**src/rtl/fetch_stage_q.sv**
```systemverilog
// Queued fetch stage: FQ_DEPTH-entry fetch queue between a pipelined valid/ready imem and decode.
// Redirects (trap > mret > pc_src) flush the queue and drop in-flight responses.
// Optional: define FETCH_PERF_CNT_EN to add saturating perf_fetched / perf_flushed counters.
module fetch_stage_q #(
    parameter int unsigned     XLEN     = 32,
    parameter int unsigned     FQ_DEPTH = 4,
    parameter logic [XLEN-1:0] RESET_PC = '0,
    parameter logic [XLEN-1:0] NOP_INST = XLEN'(19)
) (
    input  logic            clk,
    input  logic            rst,
    output logic            imem_req_valid,
    input  logic            imem_req_ready,
    output logic [XLEN-1:0] imem_req_addr,
    input  logic            imem_rsp_valid,
    input  logic [XLEN-1:0] imem_rsp_data,
    input  logic            pc_src,
    input  logic [XLEN-1:0] jump_address,
    input  logic            trap,
    input  logic [XLEN-1:0] trap_vec,
    input  logic            mret,
    input  logic [XLEN-1:0] mepc,
    output logic            id_valid,
    input  logic            id_ready,
    output logic [XLEN-1:0] id_pc,
    output logic [XLEN-1:0] id_inst,
    output logic            id_misaligned
`ifdef FETCH_PERF_CNT_EN
    ,
    output logic [31:0]     perf_fetched,
    output logic [31:0]     perf_flushed
`endif
);

    localparam int unsigned PW = $clog2(FQ_DEPTH);
    localparam int unsigned CW = $clog2(FQ_DEPTH + 1);
    localparam int unsigned SW = CW + 1;

    typedef struct packed {
        logic            mis;
        logic [XLEN-1:0] pc;
        logic [XLEN-1:0] inst;
    } entry_t;

    entry_t          q_mem   [FQ_DEPTH];
    logic [XLEN-1:0] tag_mem [FQ_DEPTH];
    logic [PW-1:0]   q_rd, q_wr, t_rd, t_wr;
    logic [CW-1:0]   occ, outstanding, drop;
    logic [XLEN-1:0] pc;
    logic            running;
    logic            mis_done;

    logic            redirect;
    logic [XLEN-1:0] target;
    logic            req_hs;
    logic            rsp_take;
    logic            rsp_drop;
    logic            mis_push;
    logic            push;
    logic            pop;
    entry_t          push_entry;

    // Issue credit, response routing, push/pop and head presentation
    always_comb begin
        redirect       = trap | mret | pc_src;
        target         = trap ? trap_vec : (mret ? mepc : jump_address);
        imem_req_addr  = pc;
        imem_req_valid = running && (pc[1:0] == 2'b00)
                         && ((SW'(occ) + SW'(outstanding)) < SW'(FQ_DEPTH))
                         && ((SW'(outstanding) + SW'(drop)) < SW'(FQ_DEPTH));
        req_hs         = imem_req_valid && imem_req_ready;
        rsp_drop       = imem_rsp_valid && (drop != '0);
        rsp_take       = imem_rsp_valid && (drop == '0) && (outstanding != '0);
        mis_push       = running && (pc[1:0] != 2'b00) && !mis_done
                         && (outstanding == '0) && (occ != CW'(FQ_DEPTH));
        push           = !redirect && (rsp_take || mis_push);
        push_entry     = '{mis: 1'b1, pc: pc, inst: NOP_INST};
        if (rsp_take) begin
            push_entry = '{mis: 1'b0, pc: tag_mem[t_rd], inst: imem_rsp_data};
        end
        id_valid       = (occ != '0);
        pop            = id_valid && id_ready && !redirect;
        id_pc          = '0;
        id_inst        = NOP_INST;
        id_misaligned  = 1'b0;
        if (id_valid) begin
            id_pc         = q_mem[q_rd].pc;
            id_inst       = q_mem[q_rd].inst;
            id_misaligned = q_mem[q_rd].mis;
        end
    end

    // Control state: PC, queue/tag pointers, credit counters, misaligned stall
    always_ff @(posedge clk) begin
        if (!rst) begin
            pc          <= RESET_PC;
            q_rd        <= '0;
            q_wr        <= '0;
            t_rd        <= '0;
            t_wr        <= '0;
            occ         <= '0;
            outstanding <= '0;
            drop        <= '0;
            running     <= 1'b0;
            mis_done    <= 1'b0;
        end else begin
            running <= 1'b1;
            if (redirect) begin
                pc          <= target;
                q_rd        <= '0;
                q_wr        <= '0;
                t_rd        <= '0;
                t_wr        <= '0;
                occ         <= '0;
                outstanding <= '0;
                drop        <= CW'(SW'(drop) + SW'(outstanding) + SW'(req_hs)
                                  - SW'(rsp_take) - SW'(rsp_drop));
                mis_done    <= 1'b0;
            end else begin
                if (req_hs) begin
                    pc   <= pc + XLEN'(4);
                    t_wr <= t_wr + PW'(1);
                end
                if (rsp_take) begin
                    t_rd <= t_rd + PW'(1);
                end
                if (rsp_drop) begin
                    drop <= drop - CW'(1);
                end
                outstanding <= CW'(SW'(outstanding) + SW'(req_hs) - SW'(rsp_take));
                if (push) begin
                    q_wr <= q_wr + PW'(1);
                end
                if (pop) begin
                    q_rd <= q_rd + PW'(1);
                end
                occ <= CW'(SW'(occ) + SW'(push) - SW'(pop));
                if (mis_push) begin
                    mis_done <= 1'b1;
                end
            end
        end
    end

    // Storage for the request-PC tags and the queue payloads (no reset needed)
    always_ff @(posedge clk) begin
        if (rst && !redirect && req_hs) begin
            tag_mem[t_wr] <= pc;
        end
        if (rst && push) begin
            q_mem[q_wr] <= push_entry;
        end
    end

`ifdef FETCH_PERF_CNT_EN
    logic [32:0] flushed_sum;

    // Saturating sum of discarded responses and queue entries flushed by a redirect
    always_comb begin
        flushed_sum = 33'(perf_flushed) + 33'(rsp_drop || (redirect && rsp_take));
        if (redirect) begin
            flushed_sum = flushed_sum + 33'(occ);
        end
    end

    // Saturating performance counters
    always_ff @(posedge clk) begin
        if (!rst) begin
            perf_fetched <= '0;
            perf_flushed <= '0;
        end else begin
            if (pop && (perf_fetched != '1)) begin
                perf_fetched <= perf_fetched + 32'd1;
            end
            perf_flushed <= flushed_sum[32] ? '1 : flushed_sum[31:0];
        end
    end
`endif

endmodule
```
**config.mk**
```make
export PLATFORM = sky130hd
export DESIGN_NAME = fetch_stage_q
export DESIGN_NICKNAME = d
export VERILOG_FILES = /design/src/rtl/fetch_stage_q.sv
export SDC_FILE = /design/constraint.sdc
export NUM_CORES = 1
export LEC_CHECK = 0
export CORE_UTILIZATION = 42
export DETAILED_ROUTE_END_ITERATION = 8
export MAX_ROUTING_LAYER = met4
export PLACE_DENSITY = 0.73
export SLEW_MARGIN = 20
export SYNTH_ARGS = -nofsm -noshare
export SYNTH_HDL_FRONTEND = slang
export SYNTH_SLANG_ARGS = --single-unit
```
**constraint.sdc**
```tcl
create_clock -name clk -period 6.61 [get_ports clk]
set_input_delay 1.322 -clock clk [delete_from_list [all_inputs] [get_ports clk]]
set_output_delay 1.322 -clock clk [all_outputs]
set_load 0.01 [all_outputs]
```
==> results of run 1 <==
==> worst min path at each step <==
| stage | to | slack, ns | depth (start not counted) |
|---|---|---|---|
| after floorplan | mis_done$_SDFFE_PP0P_ | 0.43 | 2 |
| after global placement | mis_done$_SDFFE_PP0P_ | 0.45 | 2 |
| after detailed placement | mis_done$_SDFFE_PP0P_ | 0.45 | 2 |
| after CTS | mis_done$_SDFFE_PP0P_ | 0.47 | 2 |
| after global routing | mis_done$_SDFFE_PP0P_ | 0.49 | 2 |
| final | mis_done$_SDFFE_PP0P_ | 0.47 | 2 |
==> power groups by stage <==
stage / Clock [mW] / Combinational [mW] / Sequential, mW
5_1_grt: 2.54 / 0.428 / 3.14
6_report: 2.40 / 0.392 / 3.13
4_1_cts: 2.44 / 0.393 / 3.13
3_5_place_dp: 0 / 0.391 / 3.19
2_1_floorplan: 0 / 0.207 / 3.17
3_3_place_gp: 0 / 0.385 / 3.19
==> state kept, by name, summed over array words and instances, names as in the netlist, named ones only <==
signal and flops:
q_mem 260, tag_mem 128, imem_req_addr 32, drop 3, occ 3, outstanding 3, q_rd 2, q_wr 2
t_rd 2, t_wr 2, mis_done 1, running 1
==> through the flow <==
step	utilization	worst slack (ns)	instance area (sq um)
4_1_cts	0.525	1.88	23200
3_5_place_dp	0.493	1.93	21800
5_1_grt	0.526	1.98	23200
3_3_place_gp	0.493	1.96	21800
6_report	0.526	2.22	23300
2_1_floorplan	-	2.29	18900
==> per-layer routing <==
metal,wire (microns),GRT usage
met5,0,-
met4,941,0.0535
met3,2760,0.0311
met2,21300,0.315
met1,18400,0.253
==> cells by family after synthesis <==
logic type	count (synthesis)	share of synthesized area
compound gates	156	0.0588
xor+xnor	16	0.00743
fa+ha+maj	27	0.0195
buf+inv	96	0.0219
flops	443	0.676
mux	129	0.135
simple gates	281	0.0821
==> cell usage after synthesis (8+ instances only) <==
cell,instances
nor2_1,41
dfxtp_1,55
mux2_2,28
a21oi_1,26
and2_1,93
a31oi_1,14
ha_1,23
nand2_1,56
a22oi_1,13
o22ai_1,9
o221a_2,13
clkbuf_1,43
edfxtp_1,388
inv_1,25
o21ai_0,34
nor3_1,8
xnor2_1,11
mux4_2,97
nor4_1,8
buf_2,16
nand3_1,11
nand4_1,12
and3_1,18
==> area by class of cell <==
type,instances,area [sq um],share of cell area
diodes,1,2.50,0.000108
clock buffers,60,1200,0.0518
clock inverters,24,201,0.00866
inverters,28,110,0.00474
multi-input cells,609,5740,0.247
flip-flops and latches,443,12800,0.549
well taps,592,741,0.0319
repair buffers,251,2490,0.107
==> critical path: cells and delay by family (launching register included) <==
family	cells	cell delay, ns
XOR/XNOR	1	0.26
adder cells (fa/ha/maj)	2	0.63
buffers and inverters	1	0.60
flip-flops	1	0.35
AND/OR/NAND/NOR	2	0.68
==> metrics.csv, run 1 <==
metric,value,unit
yosys.area.top_type,edfxtp_1,
antenna_found_initial,0,
rows,77,
die_w,214,microns
fin_crit_sh,0.664,
first_pass_iters,5,
crit_end,imem_req_valid,
grt_max_degree,74,
async_flop_share,0,
cp-startpoint,drop[0]$_SDFFE_PN0P_,
setup_viol,0,
die_h,214,microns
syn-cell-area,18900,sq um
maxCapViolations,0,
gp_congestion,0.870,
synth.top_cell.area_share,0.617,
min_from,mis_done$_SDFFE_PP0P_,
syn-instance-count,1148,
clockRootBuffer,clkbuf_16,
drc,0,
drt_iter0_markers,979,
layout_commonest_cell,edfxtp_1,
cp_slowest_cell,clkdlybuf4s50_1,
rrSetupSlack,2.95,ns
postRouteAntennaNets,0,
cts_tree,yes,
clkSinkCount,443,
placed_cells,1922,
initial_core_util,0.427,
synthesis.nets,1311,
track_usage,0.194,
intPower,4.64,mW
fin_setup_tns,0,ns
first_global_vias,11300,
p_per_area,255,nW/um^2
vias,11100,
nFillCells,3536,
crit_path_end_kind,primary output,
fin_skew,0.0151,ns
p_clk_frac,0.405,
crit_chain,ha_1 > fa_1 > xnor2_1 > and4_1 > and3_1 > clkdlybuf4s50_1,
post-route-min-period,4.39,ns
layout_common_cells,"edfxtp_1, clkdlybuf4s50_1, mux4_2, and2_1, nand2_1",
yosysWarnings,0,
cts_made_buffers,45,
synth_area_leaders,"edfxtp_1, mux4_2, dfxtp_1",
power,5.92,mW
synth_flop_cell,edfxtp_1,
synth_cell_types,61,
wl_per_cell,21.6,microns
synth-edff-count,388,
r2r_cells,13,
cellLeakagePower,7.45,nW
area_growth,23.2,%
coreArea,44200,sq um
routed_wirelength,43400,microns
maxSlewViolCount,0,
rsz0062_at_grt,false,
outcome,"complete, no violations",
clk_latency,0.55,ns
port-buffer-count,234,
relSlewSlack,0.290,
crit_required,5.29,ns
final_cells,2008,
reg2reg_to,drop[2]$_SDFFE_PN0P_,
cts_htree_levels,2,
yosysSeqAreaShare,0.676,
synth-seq-cells,443,
grt.overflow.total,0,
p_sw_frac,0.217,
fin_nets,1541,
worst_pin_slew,1.07,ns
ctsResizeCount,0,
worstSetupPathType,reg -> out,
drive_gt1_frac,0.171,
irDropWorstVdd,0.204,mV
postCtsSetupBuffers,0,
crit_fanout,8,
max_freq,228,MHz
ctsHoldBuffers,0,
ioPinCount,235,
start_kind,flop,
dieArea,45800,sq um
dp_hpwl,27500,microns
routed_via_density,5.52,
arrival,3.07,ns
p_seq_frac,0.529,
power_frac_comb,0.066,
syn_area_per_cell,16.4,sq um
clockBufferDepth,3,
hold_viol_final,0,
max_stage_delay,0.60,ns
path_clk_slew,0.06,ns
hold_class,reg -> reg,
timing.rr.start,drop[0]$_SDFFE_PN0P_,
p_sw,1.28,mW
grt_pass1_wl,66200,microns
whs,0.468,ns
Power figures use the tool's default switching activity.
==> inputs of run 2 (changes only) <==
==> constraint.sdc (replaced) <==
create_clock -name clk -period 4.5 [get_ports clk]
set_input_delay 0.9 -clock clk [delete_from_list [all_inputs] [get_ports clk]]
set_output_delay 0.9 -clock clk [all_outputs]
set_load 0.01 [all_outputs]
==> run 2 against run 1 <==
Net effect: non-clock buffer count increased by 17; largest power group unchanged; critical path type unchanged; clock power increased by 47%; clock skew up 0.0075 ns.
==> metrics.csv, run 2 (synthesis gave the netlist of run 1 again) <==
metric,value,unit
timing.rr.start,outstanding[0]$_SDFF_PP0_,
clockBufferDepth,3,
clockRootBuffer,clkbuf_16,
reg2reg_to,drop[2]$_SDFFE_PN0P_,
cellLeakagePower,7.53,nW
postRouteAntennaNets,0,
rsz0062_at_grt,false,
initial_core_util,0.427,
ctsHoldBuffers,0,
cts_made_buffers,44,
fin_nets,1557,
cp_top_family,simple AND/OR/NAND/NOR gates,
setup_viol,0,
crit_fanout,8,
drive_gt1_frac,0.182,
drt_iter0_markers,743,
die_h,214,microns
ctsResizeCount,0,
worst_pin_slew,0.868,ns
largest_reg_flops,260,
p_per_area,372,nW/um^2
cp_slowest_cell,clkdlybuf4s50_1,
grt_max_degree,65,
worstSetupPathType,reg -> out,
gp_congestion,0.899,
area_growth,24.0,%
max_freq,251,MHz
post-route-min-period,3.98,ns
routed_via_density,5.48,
relSlewSlack,0.421,
layout_commonest_cell,edfxtp_1,
coreArea,44200,sq um
arrival,3.08,ns
crit_path_end_kind,primary output,
outcome,"complete, no violations",
rows,77,
vias,11100,
nFillCells,3523,
layout_common_cells,"edfxtp_1, clkdlybuf4s50_1, mux4_2, and2_1, nand2_1",
crit_required,3.60,ns
maxCapViolations,0,
largest-register,q_mem,
rrSetupSlack,1.03,ns
fin_skew,0.0226,ns
worst-path-buf-inv,1,
first_global_vias,11400,
clkSinkCount,443,
crit_chain,ha_1 > fa_1 > xnor2_1 > and4_1 > and3_1 > clkdlybuf4s50_1,
hold-path-endpoint,mis_done$_SDFFE_PP0P_,
dieArea,45800,sq um
final_util,0.529,
wl_per_cell,21.4,microns
port-buffer-count,234,
routed_wirelength,43300,microns
clk_latency,0.56,ns
r2r_cells,13,
postCtsSetupBuffers,0,
cts_htree_levels,2,
grt_pass1_wl,66600,microns
max_stage_delay,0.57,ns
track_usage,0.194,
min_from,mis_done$_SDFFE_PP0P_,
die_w,214,microns
maxSlewViolCount,0,
path_clk_slew,0.06,ns
hold_viol_final,0,
cts_tree,yes,
start_kind,flop,
hold_class,reg -> reg,
antenna_found_initial,1,
irDropWorstVdd,0.265,mV
drc,0,
grt.overflow.total,0,
first_pass_iters,7,
hold-path-cell-count,2,
fin_crit_sh,0.885,
ioPinCount,235,
dp_hpwl,28700,microns
fin_setup_tns,0,ns
run 2: changes by cell type in the layout (fill, tap and decap cells not counted), sizes merged:
| cell | previous run | this run |
|---|---|---|
| buf | 17 | 34 |
| bufinv | 2 | 3 |
| clkbuf | 60 | 53 |
| clkinv | 21 | 18 |
| clkinvlp | 1 | 5 |
| inv | 28 | 29 |
run 2: final cells by class:
class                           instances  area (sq um)  area share
Timing Repair Buffer                  268          2660       0.114
Clock inverter                         27           226     0.00967
Inverter                               28           110     0.00470
Antenna cell                            1          2.50    0.000107
Sequential cell                       443         12800       0.545
Clock buffer                           53          1170      0.0498
Multi-Input combinational cell        609          5740       0.245
Tap cell                              592           741      0.0316
run 2: tightest hold or removal path, delay by kind of cell, from the launching register on:
family / cells / cell delay, ns
flip-flops: 1 / 0.33
AND/OR/NAND/NOR: 2 / 0.13
run 2: worst max path at each step:
| stage | startpoint | endpoint | depth (start not counted) |
|---|---|---|---|
| floorplan | mret | q_mem[0][0]$_DFFE_PP_ | 5 |
| global placement | imem_req_ready | drop[2]$_SDFFE_PN0P_ | 12 |
| detailed placement | imem_req_ready | drop[2]$_SDFFE_PN0P_ | 12 |
| CTS | outstanding[0]$_SDFF_PP0_ | imem_req_valid | 6 |
| global route | occ[1]$_SDFF_PP0_ | id_pc[4] | 4 |
| finish | outstanding[0]$_SDFF_PP0_ | imem_req_valid | 6 |
run 2: through the flow:
| step | power, mW | hold WS [ns] | instance area, sq um | std cells | setup WS [ns] |
|---|---|---|---|---|---|
| final | 8.70 | 0.490 | 23400 | 2021 | 0.515 |
| after global routing | 8.98 | 0.533 | 23400 | 2020 | 0.331 |
| after CTS | 8.79 | 0.494 | 23400 | 2020 | 0.497 |
| after detailed placement | 5.25 | 0.473 | 22000 | 1940 | 0.721 |
| after global placement | 5.24 | 0.450 | 22000 | 1940 | 0.756 |
| after floorplan | 4.96 | 0.431 | 18900 | 1148 | 0.602 |
run 2: per-layer routing:
layer  vias up  part of all wire  track usage
li1       5024                 -            -
met4         0             0.026       0.0607
met2       409              0.47        0.306
met5         -                 0            -
met1      5561              0.45        0.260
met3        76             0.055       0.0304
run 2: where the power goes:
group / total [mW] / leakage (nW) / switching (mW) / internal (mW)
Combinational: 0.576 / 3.02 / 0.279 / 0.297
Sequential: 4.59 / 3.84 / 0.0907 / 4.50
Clock: 3.53 / 0.668 / 1.51 / 2.03
==> inputs of run 3 (changes only) <==
--- a/config.mk
+++ b/config.mk
@@ -5,11 +5,10 @@
 export SDC_FILE = /design/constraint.sdc
 export NUM_CORES = 1
 export LEC_CHECK = 0
-export CORE_UTILIZATION = 42
+export CORE_UTILIZATION = 56
 export DETAILED_ROUTE_END_ITERATION = 8
 export MAX_ROUTING_LAYER = met4
-export PLACE_DENSITY = 0.73
-export SLEW_MARGIN = 20
+export PLACE_DENSITY = 0.9
 export SYNTH_ARGS = -nofsm -noshare
 export SYNTH_HDL_FRONTEND = slang
 export SYNTH_SLANG_ARGS = --single-unit
==> run 3 against run 2 <==
Net effect: hold slack gained 0.012 ns; setup slack improved by 0.056 ns; via count is 3.4% higher; clock skew is 0.012 ns lower; sequential power hardly changed; critical path depth stayed put; utilization rose by 17 points; count of clock-buffer cells in the layout is the same; combinational power about the same; final cell count decreased by 7.8%; register-to-register slack worse by 0.11 ns.
==> metrics.csv, run 3 (synthesis gave the netlist of run 1 again) <==
metric,value,unit
grt_pass1_wl,66100,microns
min_from,t_wr[1]$_SDFFE_PP0P_,
routed_via_density,6.14,
maxSlewViolCount,0,
cellLeakagePower,7.48,nW
reg2reg_to,drop[2]$_SDFFE_PN0P_,
busiest_layer,met2,
initial_core_util,0.574,
layout_common_cells,"edfxtp_1, clkdlybuf4s50_1, mux4_2, and2_1, nand2_1",
first_global_vias,11500,
largest_reg_flops,260,
start_kind,flop,
gp_congestion,0.961,
fin_crit_sh,0.873,
die_w,186,microns
dp_hpwl,27800,microns
irDropWorstVdd,0.247,mV
final_cells,1864,
postCtsSetupBuffers,0,
use_met2,0.444,
final_util,0.704,
rows,66,
cts_htree_levels,2,
ioPinCount,235,
placed_cells,1788,
design_area,23100,sq um
post-route-min-period,3.93,ns
routed_wirelength,43300,microns
layout.area.seq,12800,sq um
fin_skew,0.0101,ns
fin_ws,0.571,ns
fin_setup_tns,0,ns
num_antenna_cells,0,
drive_gt1_frac,0.179,
maxCapViolations,0,
use_met1,0.333,
postRouteAntennaNets,0,
crit_required,3.60,ns
p_per_area,371,nW/um^2
nFillCells,2115,
largest-register,q_mem,
drt_iter0_markers,917,
fin_nets,1553,
power,8.58,mW
first_pass_iters,5,
clockRootBuffer,clkbuf_16,
setup_viol,0,
dpl_cell_area,21800,sq um
crit_fanout,8,
layout_commonest_cell,edfxtp_1,
path_clk_slew,0.06,ns
max_freq,255,MHz
ctsResizeCount,0,
area_growth,22.6,%
grt_max_degree,65,
cts_tree,yes,
worstSetupPathType,reg -> out,
pre_cts_ws,0.686,ns
hold_viol_final,0,
clk_latency,0.53,ns
coreArea,32900,sq um
ctsHoldBuffers,0,
whs,0.502,ns
track_usage,0.267,
relSlewSlack,0.190,
use_met3,0.0421,
rsz0062_at_grt,false,
drc,0,
vias,11400,
wl_per_cell,23.2,microns
hold-path-endpoint,t_wr[1]$_SDFFE_PP0P_,
port-buffer-count,234,
timing.rr.start,outstanding[0]$_SDFF_PP0_,
clkSinkCount,443,
antenna_found_initial,0,
grt.overflow.total,0,
r2r_cells,13,
rrSetupSlack,0.92,ns
hold-path-cell-count,2,
hold_class,reg -> reg,
multi_input_area,5730,sq um
die_h,186,microns
cts_made_buffers,42,
outcome,"complete, no violations",
dieArea,34400,sq um
crit_path_end_kind,primary output,
clockBufferDepth,3,
worst_pin_slew,1.21,ns
arrival,3.03,ns
-- run 3: layout make-up --
class,instances,share of cell area
Timing Repair Buffer,266,0.114
Tap cell,442,0.0239
Multi-Input combinational cell,609,0.248
Inverter,28,0.00476
Clock inverter,23,0.00844
Sequential cell,443,0.551
Clock buffer,53,0.0494
-- run 3: where the power goes --
part | switching, mW | total [mW] | internal, mW
logic | 0.282 | 0.579 | 0.297
clock network | 1.44 | 3.41 | 1.97
registers | 0.0890 | 4.59 | 4.50
-- run 3: worst max-delay path, cell delays in order, from the launching register on --
cell and delay, ns:
dfxtp_1 0.35, ha_1 0.24, fa_1 0.39, xnor2_1 0.25, and4_1 0.44, and3_1 0.27, clkdlybuf4s50_1 0.56
-- run 3: worst max-delay path by stage --
stage,start,to
after detailed placement,imem_req_ready,drop[2]$_SDFFE_PN0P_
final,outstanding[0]$_SDFF_PP0_,imem_req_valid
after global routing,outstanding[0]$_SDFF_PP0_,imem_req_valid
after floorplan,mret,q_mem[0][0]$_DFFE_PP_
after CTS,outstanding[0]$_SDFF_PP0_,imem_req_valid
after global placement,imem_req_ready,drop[2]$_SDFFE_PN0P_
-- run 3: layer usage --
metal / share of wire / vias up
met3: 0.085 / 110
met2: 0.50 / 640
li1: - / 5020
met1: 0.38 / 5672
met4: 0.034 / 0
met5: 0 / -
